### config.mk
export PLATFORM = sky130hd
export DESIGN_NAME = serial_adder
export DESIGN_NICKNAME = d
export VERILOG_FILES = /design/src/rtl/serial_adder_pkg.sv /design/src/rtl/serial_adder_digit.sv /design/src/rtl/serial_adder.sv
export SDC_FILE = /design/constraint.sdc
export NUM_CORES = 1
export LEC_CHECK = 0
export ABC_AREA = 1
export ABC_CLOCK_PERIOD_IN_PS = 1600
export CAP_MARGIN = 20
export CORE_MARGIN = 2
export CORE_UTILIZATION = 35
export DETAILED_ROUTE_END_ITERATION = 16
export PLACE_DENSITY = 0.67
export SKIP_CTS_REPAIR_TIMING = 1
export SYNTH_ARGS = -nofsm -noshare
export SYNTH_HDL_FRONTEND = slang
export SYNTH_HIERARCHICAL = 1
export SYNTH_SLANG_ARGS = --single-unit
### constraint.sdc
create_clock -name clk -period 1.6 [get_ports clk]
set_input_delay 0.32 -clock clk [delete_from_list [all_inputs] [get_ports clk]]
set_output_delay 0.32 -clock clk [all_outputs]
set_load 0.05 [all_outputs]
### src/rtl/serial_adder_pkg.sv
// rtl/serial_adder_pkg.sv - shared types and helpers for the serial adder
//
// Purpose : FSM state encoding and the step-counter width helper used by
//           serial_adder.
// Ports   : none (package)

package serial_adder_pkg;

    typedef enum logic [1:0] {
        ST_IDLE = 2'd0,
        ST_RUN  = 2'd1,
        ST_DONE = 2'd2
    } state_t;

    // Width of a counter that must hold 0 .. n-1; never narrower than 1 bit
    // so a single-step configuration still has a legal vector.
    function automatic int cnt_width(input int n);
        return (n <= 1) ? 1 : $clog2(n);
    endfunction

endpackage

### src/rtl/serial_adder_digit.sv
// rtl/serial_adder_digit.sv - combinational DIGIT-bit ripple-carry slice
//
// Purpose : adds two DIGIT-bit digits plus a carry using a chain of
//           full-adder cells.
// Ports   : x, y  - DIGIT-bit addend digits
//           ci    - carry into the least significant cell
//           s     - DIGIT-bit digit sum
//           co    - carry out of the most significant cell

module serial_adder_digit #(
    parameter int DIGIT = 1
) (
    input  logic [DIGIT-1:0] x,
    input  logic [DIGIT-1:0] y,
    input  logic             ci,
    output logic [DIGIT-1:0] s,
    output logic             co
);

    logic [DIGIT:0] c;

    always_comb begin
        c    = '0;
        s    = '0;
        c[0] = ci;
        for (int i = 0; i < DIGIT; i++) begin
            s[i]   = x[i] ^ y[i] ^ c[i];
            c[i+1] = (x[i] & y[i]) | (c[i] & (x[i] ^ y[i]));
        end
        co = c[DIGIT];
    end

endmodule

### src/rtl/serial_adder.sv
// rtl/serial_adder.sv - multi-cycle digit-serial adder with start/ready/done
//
// Purpose : computes {cout,sum} = a + b + cin over WIDTH/DIGIT clock cycles,
//           DIGIT bits per cycle, using one serial_adder_digit slice.
// Option  : SERIAL_ADDER_SUB_EN adds input 'sub'; when set with start the
//           unit computes a - b (cout=1 means no borrow) and ignores cin.
// Ports   : clk    - clock, rising edge
//           rst_n  - asynchronous active-low reset
//           start  - operation request, honoured only while ready
//           a, b   - WIDTH-bit operands, captured with an accepted start
//           cin    - carry-in, captured with an accepted start
//           sub    - (option) subtract select, captured with start
//           ready  - high while idle
//           sum    - registered WIDTH-bit result
//           cout   - registered carry-out
//           done   - one-cycle pulse; sum/cout valid from this cycle

module serial_adder
    import serial_adder_pkg::*;
#(
    parameter int WIDTH = 8,
    parameter int DIGIT = 1
) (
    input  logic             clk,
    input  logic             rst_n,
    input  logic             start,
    input  logic [WIDTH-1:0] a,
    input  logic [WIDTH-1:0] b,
    input  logic             cin,
`ifdef SERIAL_ADDER_SUB_EN
    input  logic             sub,
`endif
    output logic             ready,
    output logic [WIDTH-1:0] sum,
    output logic             cout,
    output logic             done
);

    localparam int NSTEPS = WIDTH / DIGIT;
    localparam int CW     = cnt_width(NSTEPS);

    if (WIDTH < 1 || DIGIT < 1 || (WIDTH % DIGIT) != 0) begin : g_bad_params
        $error("serial_adder: WIDTH must be a positive multiple of DIGIT");
    end

    state_t           state_q, state_d;
    logic [CW-1:0]    cnt_q, cnt_d;
    logic [WIDTH-1:0] a_q, a_d;
    logic [WIDTH-1:0] b_q, b_d;
    logic             c_q, c_d;
    logic [WIDTH-1:0] psum_q, psum_d;
    logic [WIDTH-1:0] sum_q, sum_d;
    logic             cout_q, cout_d;

    logic [DIGIT-1:0] slice_s;
    logic             slice_co;
    logic [WIDTH-1:0] psum_shift;
    logic [WIDTH-1:0] b_load;
    logic             c_load;
    logic             accept;
    logic             last_step;

`ifdef SERIAL_ADDER_SUB_EN
    // Two's-complement subtract: a + ~b + 1.
    assign b_load = sub ? ~b : b;
    assign c_load = sub ? 1'b1 : cin;
`else
    assign b_load = b;
    assign c_load = cin;
`endif

    assign accept    = (state_q == ST_IDLE) && start;
    assign last_step = (state_q == ST_RUN) && (cnt_q == CW'(NSTEPS - 1));

    serial_adder_digit #(
        .DIGIT(DIGIT)
    ) u_digit (
        .x  (a_q[DIGIT-1:0]),
        .y  (b_q[DIGIT-1:0]),
        .ci (c_q),
        .s  (slice_s),
        .co (slice_co)
    );

    // New digit enters at the MSB end; after NSTEPS shifts the first digit
    // has reached bit 0. Written as a shifted concatenation so it stays legal
    // when DIGIT == WIDTH.
    assign psum_shift = WIDTH'({slice_s, psum_q} >> DIGIT);

    // State register
    always_ff @(posedge clk or negedge rst_n) begin
        if (!rst_n) begin
            state_q <= ST_IDLE;
        end else begin
            state_q <= state_d;
        end
    end

    // Next-state logic
    always_comb begin
        state_d = state_q;
        case (state_q)
            ST_IDLE: if (start)     state_d = ST_RUN;
            ST_RUN:  if (last_step) state_d = ST_DONE;
            ST_DONE:                state_d = ST_IDLE;
            default:                state_d = ST_IDLE;
        endcase
    end

    // Output logic
    always_comb begin
        ready = 1'b0;
        done  = 1'b0;
        case (state_q)
            ST_IDLE: ready = 1'b1;
            ST_DONE: done  = 1'b1;
            default: ;
        endcase
    end

    // Datapath next-state
    always_comb begin
        a_d    = a_q;
        b_d    = b_q;
        c_d    = c_q;
        cnt_d  = cnt_q;
        psum_d = psum_q;
        sum_d  = sum_q;
        cout_d = cout_q;
        if (accept) begin
            a_d   = a;
            b_d   = b_load;
            c_d   = c_load;
            cnt_d = '0;
        end else if (state_q == ST_RUN) begin
            a_d    = a_q >> DIGIT;
            b_d    = b_q >> DIGIT;
            c_d    = slice_co;
            cnt_d  = cnt_q + 1'b1;
            psum_d = psum_shift;
            // Visible result only moves on the final step.
            if (last_step) begin
                sum_d  = psum_shift;
                cout_d = slice_co;
            end
        end
    end

    always_ff @(posedge clk or negedge rst_n) begin
        if (!rst_n) begin
            a_q    <= '0;
            b_q    <= '0;
            c_q    <= 1'b0;
            cnt_q  <= '0;
            psum_q <= '0;
            sum_q  <= '0;
            cout_q <= 1'b0;
        end else begin
            a_q    <= a_d;
            b_q    <= b_d;
            c_q    <= c_d;
            cnt_q  <= cnt_d;
            psum_q <= psum_d;
            sum_q  <= sum_d;
            cout_q <= cout_d;
        end
    end

    assign sum  = sum_q;
    assign cout = cout_q;

endmodule

==> run_results.csv <==
group,metric,value,unit
run_status,status,"complete, no violations",
timing,worst_pin_slew,0.7805,ns
global_route,grt_antenna_before_repair,0,
detailed_routing,postRouteAntennaNets,0,
timing,slew_headroom,0.4796,
cts,htree_levels,2,
worst_setup_path,rr_endpoint,"cnt_q[0]",
worst_setup_path,max_stage_delay,0.49,ns
cts,clock-root-buffer,"clkbuf_8",
yosys,synth.area.top_cells,"dfrtp_1 52%, nand2_1 21%, nand3_1 8.8%",
worst_setup_path,rr_startpoint,"state_q[0]",
worst_setup_path,path_class,"flop to output pin",
power_and_ir_drop,leakagePower,1.215,nW
power_and_ir_drop,intPower,2.569,mW
cells_and_area,drive_gt1_frac,0.1621,
timing,finalHoldViolations,0,
detailed_routing,drcViolationCount,0,
power_and_ir_drop,comb_power_share,0.451,
global_route,grt_pass1_wl,6548,um
timing,fin_crit,1.550,ns
placed_design,portBuffers,30,
power_and_ir_drop,power_frac_seq,0.376,
worst_setup_path,worstPathRequired,1.28,ns
yosys,yosysWarnings,6,
power_and_ir_drop,ir_drop,0.0006104,V
cts,cts_buffer_depth,2,
cells_and_area,nets,275,
timing,finalCritPeriodShare,0.9687,
floorplanning,num_rows,26,
worst_setup_path,crit_path_start_kind,"flop",
yosys,synth_top_area_share,0.5223,
global_route,grt_pass1_vias,1432,
worst_setup_path,r2r_cells,3,
cells_and_area,syn_to_final_growth,25.98,%
global_route,grtUsageTotal,0.1415,
yosys,ys_types,17,
placed_design,dp_hpwl,2373,um
worst_setup_path,cp_max_fo,13,
cts,cts.sinks,38,
placed_design,placed_area,0.002173,mm2
floorplanning,core_area,0.005075,mm2
detailed_routing,wirelength,3525,um
power_and_ir_drop,pwr-share-clk,0.173,
floorplanning,die_w,76.12,um
cells_and_area,fill_cells,535,
floorplanning,ioPinCount,31,
yosys,synth_area_leader_cell,"dfrtp_1",
detailed_routing,viasPerCell,4.458,
worst_setup_path,r2r_slack,0.17,ns
yosys,syn_inst,218,
worst_setup_path,arrival,1.23,ns
cts,cts_tree,"done",
cts,clock_latency,0.30,ns
cells_and_area,diodes,0,
yosys,synth_area,0.001820,mm2
floorplanning,dieArea,0.005794,mm2
cts,cts_inserted_buffers,5,
yosys,syn-num-nets,241,
detailed_routing,drt_pass1_iterations,4,
job,maxCapViolations,0,
worst_setup_path,worstSetupEndpointType,"output pin",
timing,fmax,645.2,MHz
yosys,ys_ff_latch,38,
global_route,grt_max_degree,39,
timing,rsz0062_at_grt,"false",
detailed_routing,drtIter0Drc,78,
floorplanning,start_util,0.3587,
detailed_routing,vias,1440,
yosys,syn_avg_cell_area,8.351,um2
power_and_ir_drop,p_sw_frac,0.4220,
global_route,grt_overflow,0,
timing,final-setup-viol-count,0,
cts,cts.reportedPaths.clkPinSlew,0.07,ns
power_and_ir_drop,p_per_area,1938,mW/mm2
placed_design,gp_congestion,0.7594,
worst_setup_path,path_cells,"buf_6 > nor2_4 > buf_12",
detailed_routing,wl_per_cell,10.91,um
timing,tns,0,ns
timing,skew,0.006644,ns
worst_setup_path,slowest_stage,"dfrtp_2",
floorplanning,die_h,76.12,um
timing,drv_slew,0,
min_path,hp-class,"input pin to asynchronous set/reset pin",
power_and_ir_drop,p_switching,1.875,mW
cells_and_area,postLayoutCellArea,0.002293,mm2
yosys,yosysSeqAreaShare,0.5223,
## power groups by stage
stage	Clock, mW	Combinational, mW	Sequential, mW
final	0.768	2.00	1.67
after global routing	0.825	2.27	1.73
after detailed placement	0	2.01	1.68
after global placement	0	1.99	1.67
after CTS	0.790	2.02	1.67
after floorplan	0	1.22	1.96
## kinds of logic (layout without fill, tap and decap cells)
family                   count (synthesis)  in the layout  synth area share
AND/OR/NAND/NOR                        139            139            0.3333
buffers and inverters                   29             64           0.08660
flip-flops                              38             38            0.5223
adder cells (fa/ha/maj)                  3              3           0.02474
AO/OA/AOI/OAI                            9              9           0.03299
## routing by layer
metal | vias up | global-route usage | wire (um)
met4 | 0 | 0.06000 | 69
met2 | 34 | 0.2304 | 1651
li1 | 741 | - | -
met1 | 659 | 0.1746 | 1627
met3 | 6 | 0.04384 | 176
met5 | - | 0 | 0
## how the worst max path moves through the flow
stage	to	start
floorplan	done	state_q[1]
CTS	done	state_q[0]
global route	done	state_q[0]
global placement	cnt_q[0]	start
detailed placement	cnt_q[0]	start
finish	done	state_q[0]
## cell usage after synthesis, drive strengths merged
master and number:
nor2 3, ha 2, o21ai 9, buf 11, nand2 104, fa 1, dfrtp 38, nand3 32
inv 18
## registers in the layout, summed over array words and instances (netlist names)
name and flops:
a_q 8, b_q 8, c_q 1, cnt_q 3, cout 1, psum_q 7
state_q 2, sum 8
## area by class of cell
class | instances | area (um2) | share of cell area
Tap cell | 70 | 87.58 | 0.03819
Multi-Input combinational cell | 151 | 719.4 | 0.3137
Inverter | 18 | 67.56 | 0.02946
Sequential cell | 38 | 952.2 | 0.4152
Clock buffer | 8 | 110.1 | 0.04801
Timing Repair Buffer | 38 | 356.6 | 0.1555
## cells in the final DEF (no fill, tap or decap)
cell             synthesis  layout
ha_1                     2       2
clkbuf_8                 0       8
buf_2                    3       1
nand3_1                 32      32
dfrtp_2                  0       1
fa_1                     1       1
inv_1                   16      16
nand2_2                  2       2
dfrtp_1                 38      37
nand2_1                101     101
nor2_4                   0       1
nand2_4                  1       1
o21ai_1                  1       1
clkdlybuf4s50_1          0      18
buf_6                    4       1
nor2_8                   2       2
inv_2                    2       2
buf_4                    4      16
o21ai_2                  4       4
buf_12                   0       2
o21ai_0                  4       4
## critical path, delay by kind of cell, from the launching register on
| family | cells | cell delay (ns) |
|---|---|---|
| buffers and inverters | 2 | 0.32 |
| AND/OR/NAND/NOR | 1 | 0.12 |
| flip-flops | 1 | 0.49 |
## per-stage QoR
| step | util | setup WS [ns] | hold WS (ns) | power (mW) | cells |
|---|---|---|---|---|---|
| 2_1_floorplan | - | 0.1549 | 0.02441 | 3.187 | 218 |
| 3_3_place_gp | 0.4283 | -0.05146 | 0.3975 | 3.658 | 315 |
| 3_5_place_dp | 0.4283 | -0.08266 | 0.4040 | 3.697 | 315 |
| 4_1_cts | 0.4500 | -0.09184 | 0.07977 | 4.482 | 323 |
| 5_1_grt | 0.4519 | 0.01053 | 0.09927 | 4.826 | 323 |
| 6_report | 0.4519 | 0.05009 | 0.06003 | 4.444 | 323 |
No activity file was read; power rests on OpenSTA's default activity.
